<file path="config.mk">
export PLATFORM = sky130hd
export DESIGN_NAME = shooter_core
export DESIGN_NICKNAME = d
export VERILOG_FILES = /design/src/rtl/shooter_core.sv
export SDC_FILE = /design/constraint.sdc
export NUM_CORES = 1
export LEC_CHECK = 0
export ABC_AREA = 1
export CORE_MARGIN = 3
export CORE_UTILIZATION = 60
export DETAILED_ROUTE_END_ITERATION = 10
export GPL_TIMING_DRIVEN = 0
export PLACE_DENSITY = 0.78
export SLEW_MARGIN = 10
export SYNTH_ARGS = -nofsm -noshare
export SYNTH_HDL_FRONTEND = slang
export SYNTH_SLANG_ARGS = --single-unit
</file>
<file path="constraint.sdc">
create_clock -name clk -period 7.5 [get_ports clk]
set_input_delay 1.5 -clock clk [delete_from_list [all_inputs] [get_ports clk]]
set_output_delay 1.5 -clock clk [all_outputs]
set_load 0.01 [all_outputs]
</file>
<file path="src/rtl/shooter_core.sv">
// rtl/shooter_core.sv - game-play engine for the VGA shooter
//
// Purpose: gun, a pool of NUM_BUL bullets, one falling obstacle, BCD score,
// lives, level and the game FSM. All object motion happens on the frame tick
// (the last visible pixel). The object pixel colour is registered (one clock
// behind x/y).
//
// Optional feature: define SHOOTER_AUTOFIRE_EN to make a held fire key raise
// a shot every AUTO_PER frames in PLAY.
//
// Ports:
//   clk        pixel clock
//   rst        asynchronous active-high reset
//   x, y       current pixel coordinate from the sync counter
//   key        held key code (5'h11 right, 5'h13 left, 5'h15 fire, [4] start)
//   key_pulse  one-clock pulse of key on press
//   rgb        registered object colour
//   score_bcd  BCD score, digit 0 in [3:0]
//   life       remaining lives
//   level      current level 0..3
//   state      FSM state (00 NEWGAME, 01 PLAY, 10 NEWGUN, 11 OVER)
//   game_over  high in OVER
module shooter_core #(
  parameter int MAX_X    = 640,
  parameter int MAX_Y    = 480,
  parameter int GUN_W    = 50,
  parameter int GUN_Y_T  = 420,
  parameter int GUN_Y_B  = 470,
  parameter int GUN_V    = 4,
  parameter int NUM_BUL  = 4,
  parameter int BUL_W    = 4,
  parameter int BUL_H    = 8,
  parameter int BUL_V    = 8,
  parameter int OBS_W    = 32,
  parameter int OBS_H    = 16,
  parameter int OBS_V0   = 1,
  parameter int LIVES    = 3,
  parameter int DIGITS   = 2,
  parameter int AUTO_PER = 8
) (
  input  logic                  clk,
  input  logic                  rst,
  input  logic [9:0]            x,
  input  logic [9:0]            y,
  input  logic [4:0]            key,
  input  logic [4:0]            key_pulse,
  output logic [2:0]            rgb,
  output logic [4*DIGITS-1:0]   score_bcd,
  output logic [1:0]            life,
  output logic [1:0]            level,
  output logic [1:0]            state,
  output logic                  game_over
);

  typedef enum logic [1:0] {
    ST_NEWGAME = 2'b00,
    ST_PLAY    = 2'b01,
    ST_NEWGUN  = 2'b10,
    ST_OVER    = 2'b11
  } state_t;

  localparam logic [9:0] C_XLAST     = 10'(MAX_X - 1);
  localparam logic [9:0] C_YLAST     = 10'(MAX_Y - 1);
  localparam logic [9:0] C_GUN_X0    = 10'((MAX_X - GUN_W) / 2);
  localparam logic [9:0] C_GUN_W1    = 10'(GUN_W - 1);
  localparam logic [9:0] C_GUN_V     = 10'(GUN_V);
  localparam logic [9:0] C_GUN_YT    = 10'(GUN_Y_T);
  localparam logic [9:0] C_GUN_YB    = 10'(GUN_Y_B);
  localparam logic [9:0] C_BUL_XOFF  = 10'((GUN_W - BUL_W) / 2);
  localparam logic [9:0] C_BUL_TOP0  = 10'(GUN_Y_T - BUL_H);
  localparam logic [9:0] C_BUL_W1    = 10'(BUL_W - 1);
  localparam logic [9:0] C_BUL_H1    = 10'(BUL_H - 1);
  localparam logic [9:0] C_BUL_V     = 10'(BUL_V);
  localparam logic [9:0] C_OBS_W1    = 10'(OBS_W - 1);
  localparam logic [9:0] C_OBS_H1    = 10'(OBS_H - 1);
  localparam logic [9:0] C_OBS_V0    = 10'(OBS_V0);
  localparam logic [9:0] C_OBS_RANGE = 10'(MAX_X - OBS_W);
  localparam logic [9:0] C_SEED      = 10'h1A5;
  localparam logic [9:0] C_OBS_X0    = 10'(32'h1A5 % (MAX_X - OBS_W));
  localparam logic [NUM_BUL-1:0] C_NB_ONE = NUM_BUL'(1);

  // LFSR value is below 2*(MAX_X-OBS_W), so one conditional subtract is a full modulo.
  function automatic logic [9:0] wrap_x(input logic [9:0] v);
    return (v >= C_OBS_RANGE) ? v - C_OBS_RANGE : v;
  endfunction

  state_t                state_q, state_d;
  logic [1:0]            life_q, life_d;
  logic [1:0]            level_q, level_d;
  logic [4*DIGITS-1:0]   score_q, score_d;
  logic [9:0]            gun_x_q, gun_x_d;
  logic [NUM_BUL-1:0]    bul_v_q, bul_v_d;
  logic [9:0]            bul_x_q [NUM_BUL];
  logic [9:0]            bul_x_d [NUM_BUL];
  logic [9:0]            bul_t_q [NUM_BUL];
  logic [9:0]            bul_t_d [NUM_BUL];
  logic [9:0]            obs_x_q, obs_x_d;
  logic [9:0]            obs_y_q, obs_y_d;
  logic [9:0]            lfsr_q, lfsr_d;
  logic                  fire_pend_q, fire_pend_d;
  logic [2:0]            rgb_q, rgb_d;

  logic                  refr_tick;
  logic                  fire_key;
  logic                  auto_fire;
  logic                  fire_req;
  logic [NUM_BUL-1:0]    ov;
  logic [NUM_BUL-1:0]    hit_sel;
  logic [NUM_BUL-1:0]    alloc_sel;
  logic [9:0]            obs_y_mv;
  logic                  carry;
  logic                  bul_px, obs_px, gun_px;

`ifdef SHOOTER_AUTOFIRE_EN
  localparam int AW = (AUTO_PER > 1) ? $clog2(AUTO_PER) : 1;
  logic [AW-1:0] auto_cnt_q, auto_cnt_d;
  logic          auto_held;

  // Counter is zero on the first held tick, so that tick fires (merging with
  // the press pulse) and then every AUTO_PER ticks after it.
  always_comb begin
    auto_held  = (key == 5'h15) && (state_q == ST_PLAY);
    auto_fire  = auto_held && (auto_cnt_q == '0);
    auto_cnt_d = auto_cnt_q;
    if (!auto_held) begin
      auto_cnt_d = '0;
    end else if (refr_tick) begin
      auto_cnt_d = (auto_cnt_q == AW'(AUTO_PER - 1)) ? '0 : auto_cnt_q + AW'(1);
    end
  end

  always_ff @(posedge clk or posedge rst) begin
    if (rst) auto_cnt_q <= '0;
    else     auto_cnt_q <= auto_cnt_d;
  end
`else
  assign auto_fire = 1'b0;
`endif

  assign refr_tick = (x == C_XLAST) && (y == C_YLAST);
  assign fire_key  = (key_pulse == 5'h15) && (state_q == ST_PLAY);
  assign fire_req  = fire_pend_q | fire_key | auto_fire;

  // Hit test on pre-move positions; x & ~(x-1) isolates the lowest set bit.
  always_comb begin
    for (int i = 0; i < NUM_BUL; i++) begin
      ov[i] = bul_v_q[i] &&
              (bul_x_q[i] <= obs_x_q + C_OBS_W1) && (obs_x_q <= bul_x_q[i] + C_BUL_W1) &&
              (bul_t_q[i] <= obs_y_q + C_OBS_H1) && (obs_y_q <= bul_t_q[i] + C_BUL_H1);
    end
    hit_sel   = ov & ~(ov - C_NB_ONE);
    // Only slots free before this tick are eligible, so a slot freed now waits a frame.
    alloc_sel = ~bul_v_q & ~(~bul_v_q - C_NB_ONE);
  end

  always_comb begin
    state_d     = state_q;
    life_d      = life_q;
    level_d     = level_q;
    score_d     = score_q;
    gun_x_d     = gun_x_q;
    bul_v_d     = bul_v_q;
    bul_x_d     = bul_x_q;
    bul_t_d     = bul_t_q;
    obs_x_d     = obs_x_q;
    obs_y_d     = obs_y_q;
    carry       = 1'b1;
    obs_y_mv    = obs_y_q + C_OBS_V0 + {8'd0, level_q};
    lfsr_d      = refr_tick ? {lfsr_q[8:0], lfsr_q[9] ^ lfsr_q[6]} : lfsr_q;
    fire_pend_d = (refr_tick || state_q != ST_PLAY) ? 1'b0 : (fire_pend_q | fire_key);

    case (state_q)
      ST_NEWGAME: begin
        score_d = '0;
        life_d  = 2'(LIVES);
        level_d = 2'd0;
        if (key_pulse[4]) state_d = ST_PLAY;
      end
      ST_PLAY: begin
        if (refr_tick) begin
          for (int i = 0; i < NUM_BUL; i++) begin
            if (bul_v_q[i]) begin
              if (hit_sel[i] || bul_t_q[i] < C_BUL_V) bul_v_d[i] = 1'b0;
              else                                    bul_t_d[i] = bul_t_q[i] - C_BUL_V;
            end
            if (fire_req && alloc_sel[i]) begin
              bul_v_d[i] = 1'b1;
              bul_x_d[i] = gun_x_q + C_BUL_XOFF;
              bul_t_d[i] = C_BUL_TOP0;
            end
          end

          if (key == 5'h11 && gun_x_q + C_GUN_W1 <= C_XLAST - C_GUN_V) gun_x_d = gun_x_q + C_GUN_V;
          else if (key == 5'h13 && gun_x_q >= C_GUN_V)                  gun_x_d = gun_x_q - C_GUN_V;

          if (|hit_sel) begin
            obs_x_d = wrap_x(lfsr_q);
            obs_y_d = '0;
            for (int d = 0; d < DIGITS; d++) begin
              if (carry) begin
                if (score_q[4*d +: 4] == 4'd9) begin
                  score_d[4*d +: 4] = 4'd0;
                end else begin
                  score_d[4*d +: 4] = score_q[4*d +: 4] + 4'd1;
                  carry = 1'b0;
                end
              end
            end
            if (score_q[3:0] == 4'd9 && level_q != 2'd3) level_d = level_q + 2'd1;
          end else if (obs_y_mv + C_OBS_H1 >= C_YLAST) begin
            // Miss: respawn everything for the next gun.
            obs_x_d = wrap_x(lfsr_q);
            obs_y_d = '0;
            gun_x_d = C_GUN_X0;
            bul_v_d = '0;
            if (life_q == 2'd1) begin
              life_d  = 2'd0;
              state_d = ST_OVER;
            end else begin
              life_d  = life_q - 2'd1;
              state_d = ST_NEWGUN;
            end
          end else begin
            obs_y_d = obs_y_mv;
          end
        end
      end
      ST_NEWGUN: begin
        if (key_pulse[4]) state_d = ST_PLAY;
      end
      default: begin
        if (key_pulse[4]) state_d = ST_NEWGAME;
      end
    endcase
  end

  always_comb begin
    bul_px = 1'b0;
    for (int i = 0; i < NUM_BUL; i++) begin
      if (bul_v_q[i] && x >= bul_x_q[i] && x <= bul_x_q[i] + C_BUL_W1 &&
          y >= bul_t_q[i] && y <= bul_t_q[i] + C_BUL_H1) bul_px = 1'b1;
    end
    obs_px = (x >= obs_x_q) && (x <= obs_x_q + C_OBS_W1) && (y >= obs_y_q) && (y <= obs_y_q + C_OBS_H1);
    gun_px = (x >= gun_x_q) && (x <= gun_x_q + C_GUN_W1) && (y >= C_GUN_YT) && (y <= C_GUN_YB);
    if (bul_px)      rgb_d = 3'b110;
    else if (obs_px) rgb_d = 3'b100;
    else if (gun_px) rgb_d = 3'b111;
    else             rgb_d = 3'b000;
  end

  always_ff @(posedge clk or posedge rst) begin
    if (rst) begin
      state_q     <= ST_NEWGAME;
      life_q      <= 2'd0;
      level_q     <= 2'd0;
      score_q     <= '0;
      gun_x_q     <= C_GUN_X0;
      bul_v_q     <= '0;
      for (int i = 0; i < NUM_BUL; i++) begin
        bul_x_q[i] <= '0;
        bul_t_q[i] <= '0;
      end
      obs_x_q     <= C_OBS_X0;
      obs_y_q     <= '0;
      lfsr_q      <= C_SEED;
      fire_pend_q <= 1'b0;
      rgb_q       <= 3'b000;
    end else begin
      state_q     <= state_d;
      life_q      <= life_d;
      level_q     <= level_d;
      score_q     <= score_d;
      gun_x_q     <= gun_x_d;
      bul_v_q     <= bul_v_d;
      bul_x_q     <= bul_x_d;
      bul_t_q     <= bul_t_d;
      obs_x_q     <= obs_x_d;
      obs_y_q     <= obs_y_d;
      lfsr_q      <= lfsr_d;
      fire_pend_q <= fire_pend_d;
      rgb_q       <= rgb_d;
    end
  end

  assign rgb       = rgb_q;
  assign score_bcd = score_q;
  assign life      = life_q;
  assign level     = level_q;
  assign state     = state_q;
  assign game_over = (state_q == ST_OVER);

endmodule

</file>
==> impl_metrics.env, run 1 <==
export IMPL_path_clk_slew_ps=60
export IMPL_async_reset_ff_frac=1.000
export IMPL_dr_pass1_iters=5
export IMPL_cpPeakStageDelay_ps=1030
export IMPL_antenna_found_initial=2
export IMPL_start_util=0.6167
export IMPL_pwr_density_cell_nw_per_um2=120.8
export IMPL_fin_total_pwr_w=0.002154
export IMPL_grt_pass1_wl_mm=80.54
export IMPL_slew_headroom=0.2930
export IMPL_yosysWarnings=0
export IMPL_drc_errors=0
export IMPL_cp_required_ps=7800
export IMPL_ctsHoldBuffers=0
export IMPL_finalClockSkew_ps=17.73
export IMPL_clockBufferDepth=2
export IMPL_num_io_pins=50
export IMPL_ant_nets=0
export IMPL_irDropWorstVdd_v=0.0001471
export IMPL_synth_most_common_cell="nand2_1"
export IMPL_netlist_top_cells_area="ha_1 (29%), dfrtp_1 (18%), nand2_1 (10%)"
export IMPL_grt_total_usage=0.3508
export IMPL_vias_per_cell=6.127
export IMPL_clkSinkCount=133
export IMPL_r2r_cells=18
export IMPL_finalSetupViolCount=0
export IMPL_period_share=0.7058
export IMPL_post_dp_hpwl_mm=37.97
export IMPL_die_area_um2=29100
export IMPL_dp_cells=2565
export IMPL_grt_pass1_vias=15570
export IMPL_cts_tree="done"
export IMPL_root_buffer="clkbuf_16"
export IMPL_critical_path_buf_inv_count=4
export IMPL_max_freq_mhz=188.9
export IMPL_layout_drive_gt1_share=0.05128
export IMPL_post_synth_top_area_fraction=0.2879
export IMPL_synth_cell_type_count=57
export IMPL_hp_class="reg -> reg"
export IMPL_synth_edf_count=0
export IMPL_gp_congestion=0.9560
export IMPL_worst_pin_slew_ps=1057
export IMPL_antenna_cells=0
export IMPL_cp_start_kind="primary input"
export IMPL_clock_latency_ps=440
export IMPL_rsz0062_at_grt="no"
export IMPL_final_max_slew_viol_count=0
export IMPL_path_max_fanout=12
export IMPL_fin_crit_ps=5293
export IMPL_drv_cap=0
export IMPL_crit_family="buffers and inverters"
export IMPL_cts_setup_buffers=0
export IMPL_crit_chain="clkdlybuf4s50_1 > inv_1 > nor3_1 > nand4_1 > nor2_1 > inv_1 > nor2_1 > clkbuf_1 > o22ai_1"
export IMPL_row_count=59
export IMPL_grt_max_degree=73
export IMPL_ys_seq_area_frac=0.2059
export IMPL_dieHeight_um=170.6
export IMPL_cts_buffers=17
export IMPL_critical_path_arrival_ps=5590
export IMPL_vias=15910
export IMPL_core_area_um2=26350
export IMPL_wl_mm=50.12
export IMPL_postSynthCellCount=2180
export IMPL_portBuffers=49
export IMPL_path_depth=9
export IMPL_fin_util=0.6766
export IMPL_die_w_um=170.6
export IMPL_syn2layout_area_growth_pct=9.716
export IMPL_ys_flop_type="dfrtp_1"
export IMPL_outcome="finished clean"
export IMPL_final_hold_viol_count=0
export IMPL_path_class="in -> reg"
export IMPL_routedWlPerCell_um=19.30
export IMPL_netlist_area_um2=16250
export IMPL_synth_common_cells="nand2_1 (441), ha_1 (374), inv_1 (237)"
export IMPL_synth_top_cell_by_area="ha_1"
export IMPL_drt_iter0_drc=1329
export IMPL_grt_overflow=0
export IMPL_ys_ff_latch=133
export IMPL_fin_nets=2656
export IMPL_p_leak_nw=8.825
export IMPL_min_path_cells=2
export IMPL_worstSetupEndpointType="flip-flop"
export IMPL_cts_resized_gates=0
export IMPL_htree_levels=4
export IMPL_cpMaxStageDelayCell="clkdlybuf4s50_1"
export IMPL_synthesis_nets=2587
export IMPL_syn_area_per_cell_um2=7.455
export IMPL_final_cells=2597
export IMPL_setup_tns_ps=0
[worst min-delay path, stage by stage, from the launching register on]
cell     delay [ps]
dfrtp_1         340
nand2_1          50
o21ai_0          70
[worst paths after layout]
kind / to / startpoint / slack, ps
hold reg to reg: lfsr_q[4] / lfsr_q[3] / 500
min in group asynchronous: rgb[1] / rst / 1510
max in group asynchronous: gun_x_q[5] / rst / 5140
setup / recovery: obs_y_q[2] / x[1] / 2210
hold / removal: lfsr_q[4] / lfsr_q[3] / 500
setup reg to reg: bul_t_q[3] / obs_y_q[3] / 3290
[layer usage]
metal / GRT usage / routed length [µm]
met4: 0.1965 / 2950
met5: 0 / 27
met2: 0.5536 / 22100
met3: 0.06423 / 4046
met1: 0.4537 / 21000
[sequential cells by signal, summed over array words and instances (netlist names)]
signal       flops
level            2
gun_x_q          9
obs_x_q         10
lfsr_q          10
bul_v_q          4
bul_x_q         40
score_bcd        8
life             2
fire_pend_q      1
state            2
obs_y_q         10
rgb              3
bul_t_q         32
[cell families after synthesis]
logic type,after synthesis,synth area share
AND/OR/NAND/NOR,909,0.2485
buffers and inverters,269,0.06390
AO/OA/AOI/OAI,400,0.1419
adder cells (fa/ha/maj),375,0.2892
XOR/XNOR,94,0.05066
flip-flops,133,0.2059
[layout make-up]
type	count	area [µm²]
Clock buffer	19	442.9
Multi-Input combinational cell	1778	11870
Fill cell	2257	8523
Buffer	26	126.4
Tap cell	335	419.2
Inverter	243	917.1
Sequential cell	133	3346
Timing Repair Buffer	50	518.0
Clock inverter	13	193.9
[where the power goes]
group          internal (W)  switching (W)
logic              0.000169       0.000259
clock network      0.000572       0.000378
registers          0.000743      0.0000321
[placed cells by master, fill, tap and decap left out, types with 18 or more instances in the layout]
cell type        instances
clkbuf_1                20
o211ai_1                18
clkdlybuf4s50_1         49
nor3_1                  52
dfrtp_1                119
o21ai_0                120
nand2_1                441
xor2_1                  86
nand3_1                126
nand4_1                 58
a21oi_1                172
ha_1                   374
nor2_1                 173
inv_1                  236
[stage by stage]
step | worst slack [ps] | cell area [µm²] | hold slack, ps
floorplan | 2469 | 16250 | 451.5
finish | 2207 | 17830 | 499.5
CTS | 2374 | 17830 | 500.0
global route | 2036 | 17830 | 518.3
detailed placement | 1913 | 17190 | 484.8
global placement | 261.3 | 17160 | 468.9
(Power assumes the default switching activity.)
==> run 2: changes to the inputs <==
--- a/config.mk
+++ b/config.mk
@@ -7,10 +7,10 @@
 export LEC_CHECK = 0
 export ABC_AREA = 1
 export CORE_MARGIN = 3
-export CORE_UTILIZATION = 60
+export CORE_UTILIZATION = 58
 export DETAILED_ROUTE_END_ITERATION = 10
 export GPL_TIMING_DRIVEN = 0
-export PLACE_DENSITY = 0.78
+export PLACE_DENSITY = 0.79
 export SLEW_MARGIN = 10
 export SYNTH_ARGS = -nofsm -noshare
 export SYNTH_HDL_FRONTEND = slang
==> constraint.sdc (replaced) <==
create_clock -name clk -period 4.38 [get_ports clk]
set_input_delay 0.876 -clock clk [delete_from_list [all_inputs] [get_ports clk]]
set_output_delay 0.876 -clock clk [all_outputs]
set_load 0.01 [all_outputs]
==> impl_metrics.env, run 2 (synthesis gave the netlist of run 1 again) <==
export IMPL_layout_drive_gt1_share=0.05475
export IMPL_hp_class="reg -> reg"
export IMPL_antenna_found_initial=0
export IMPL_die_w_um=173.4
export IMPL_cp_start_kind="primary input"
export IMPL_drv_cap=0
export IMPL_clockBufferDepth=2
export IMPL_r2r_start="obs_x_q[0]"
export IMPL_irDropWorstVdd_v=0.0002328
export IMPL_multi_input_area_um2=11900
export IMPL_syn2layout_area_growth_pct=10.31
export IMPL_portBuffers=49
export IMPL_cpMaxStageDelayCell="clkdlybuf4s50_1"
export IMPL_finalClockSkew_ps=14.31
export IMPL_hold_start="obs_x_q[0]"
export IMPL_stdcell_area_um2=17930
export IMPL_cpPeakStageDelay_ps=920
export IMPL_post_dp_hpwl_mm=38.64
export IMPL_place_area_um2=17290
export IMPL_crit_chain="clkdlybuf4s50_1 > nor3_1 > nand4_1 > nor2_1 > inv_1 > nor2_2 > clkbuf_1 > o22ai_1"
export IMPL_p_leak_nw=8.878
export IMPL_grt_max_degree=37
export IMPL_whs_endpoint="obs_x_q[0]"
export IMPL_clkSinkCount=133
export IMPL_fill_cells=2316
export IMPL_finalSetupViolCount=0
export IMPL_period_share=0.9632
export IMPL_fin_crit_ps=4219
export IMPL_cts_buffers=17
export IMPL_dieHeight_um=173.4
export IMPL_place_ws_ps=-598.6
export IMPL_top_regs="bul_x_q x40, bul_t_q x32"
export IMPL_vias_per_cell=6.131
export IMPL_path_max_fanout=14
export IMPL_ctsHoldBuffers=0
export IMPL_outcome="finished clean"
export IMPL_grt_overflow=0
export IMPL_root_buffer="clkbuf_16"
export IMPL_rsz0062_at_grt="no"
export IMPL_mostFrequentLayoutCells="nand2_1 (441), ha_1 (374), inv_1 (236), a21oi_1 (172), nor2_1 (172)"
export IMPL_final_max_slew_viol_count=0
export IMPL_gp_congestion=0.9580
export IMPL_core_area_um2=27250
export IMPL_slew_headroom=0.2770
export IMPL_max_freq_mhz=237.0
export IMPL_grt_pass1_wl_mm=81.65
export IMPL_layout_commonest_cell="nand2_1"
export IMPL_setup_tns_ps=0
export IMPL_critical_path_buf_inv_count=3
export IMPL_min_path_cells=2
export IMPL_final_hold_viol_count=0
export IMPL_wl_mm=50.81
export IMPL_path_clk_slew_ps=60
export IMPL_setup_ws_ps=161.2
export IMPL_largest_register_ffs=40
export IMPL_cts_tree="done"
export IMPL_critical_path_arrival_ps=4510
export IMPL_clock_latency_ps=440
export IMPL_fin_total_pwr_w=0.003557
export IMPL_pwr_density_cell_nw_per_um2=198.4
export IMPL_drt_iter0_drc=1585
export IMPL_row_count=60
export IMPL_top_register="bul_x_q"
export IMPL_num_io_pins=50
export IMPL_grt_pass1_vias=15920
export IMPL_fin_nets=2659
export IMPL_crit_family="buffers and inverters"
export IMPL_regArea_um2=3346
export IMPL_regToRegEndpoint="score_bcd[3]"
export IMPL_drc_errors=0
export IMPL_start_util=0.5964
export IMPL_htree_levels=4
export IMPL_r2r_cells=20
export IMPL_vias=16170
export IMPL_ant_nets=0
export IMPL_antenna_cells=0
export IMPL_cp_required_ps=4670
export IMPL_worstSetupEndpointType="flip-flop"
export IMPL_cp_startpoint="x[7]"
export IMPL_grt_total_usage=0.3362
export IMPL_path_class="in -> reg"
export IMPL_worst_pin_slew_ps=1070
export IMPL_reg2reg_setup_slack_ps=220
export IMPL_dr_pass1_iters=5
export IMPL_routedWlPerCell_um=19.27
export IMPL_die_area_um2=30060
## run 2: through the flow
stage	instances	hold slack (ps)	util
4_1_cts	2637	502.5	0.6562
5_1_grt	2637	522.6	0.6579
6_report	2637	500.2	0.6579
3_3_place_gp	2601	472.6	0.6316
3_5_place_dp	2605	492.3	0.6345
2_1_floorplan	2180	451.5	-
## run 2: where the power goes
part	leakage, nW	switching, W	internal [W]
sequential	1.54	0.0000551	0.00127
combinational	7.05	0.000443	0.000294
clock	0.281	0.000630	0.000861
## run 2: worst max path at each step
stage / to / slack (ps) / cells past startpoint
final: obs_y_q[0] / 160 / 8
after global routing: obs_y_q[7] / 20 / 9
after CTS: obs_y_q[0] / 100 / 9
after detailed placement: obs_y_q[0] / -600 / 9
after global placement: obs_y_q[4] / -610 / 9
after floorplan: bul_t_q[3] / 1270 / 19
## run 2: timing repair
action / 4_1_cts / 5_1_grt
endpoints found under the setup margin: 10 / 28
gates resized for setup: 1 / 10
buffers inserted: 0 / 0
endpoints found under the hold margin: 0 / 0
## run 2: area by class of cell
cell class                      instances  share of cell area
Buffer                                 26            0.007049
Clock buffer                           19             0.02471
Clock inverter                         13            0.008096
Inverter                              243             0.05109
Multi-Input combinational cell       1778              0.6638
Sequential cell                       133              0.1866
Tap cell                              372             0.02596
Timing Repair Buffer                   53             0.03266
## run 2: worst reg2reg max path, cell delays in order, from the launching register on
cell and delay, ps:
dfstp_2 400, inv_1 320, ha_1 240, inv_1 50, nor2_2 150, a21oi_1 90
a21oi_1 830, ha_1 390, nand2_1 80, nor2_1 50, a211oi_1 230, nor3_2 80
nor2_1 90, nand2_1 70, nand2_2 120, nand2_2 130, nand4_1 240, nand2_1 160
nand2_1 210, nand2_1 80, o21ai_0 80
## run 2: per-layer routing
| layer | up-vias | global-route usage | routed length (µm) | share of wire |
|---|---|---|---|---|
| met5 | - | 0 | 0 | 0 |
| met4 | 0 | 0.1811 | 3084 | 0.061 |
| met3 | 212 | 0.05913 | 4637 | 0.091 |
| met2 | 730 | 0.5442 | 22740 | 0.45 |
| met1 | 7559 | 0.4274 | 20340 | 0.40 |
| li1 | 7666 | - | - | - |
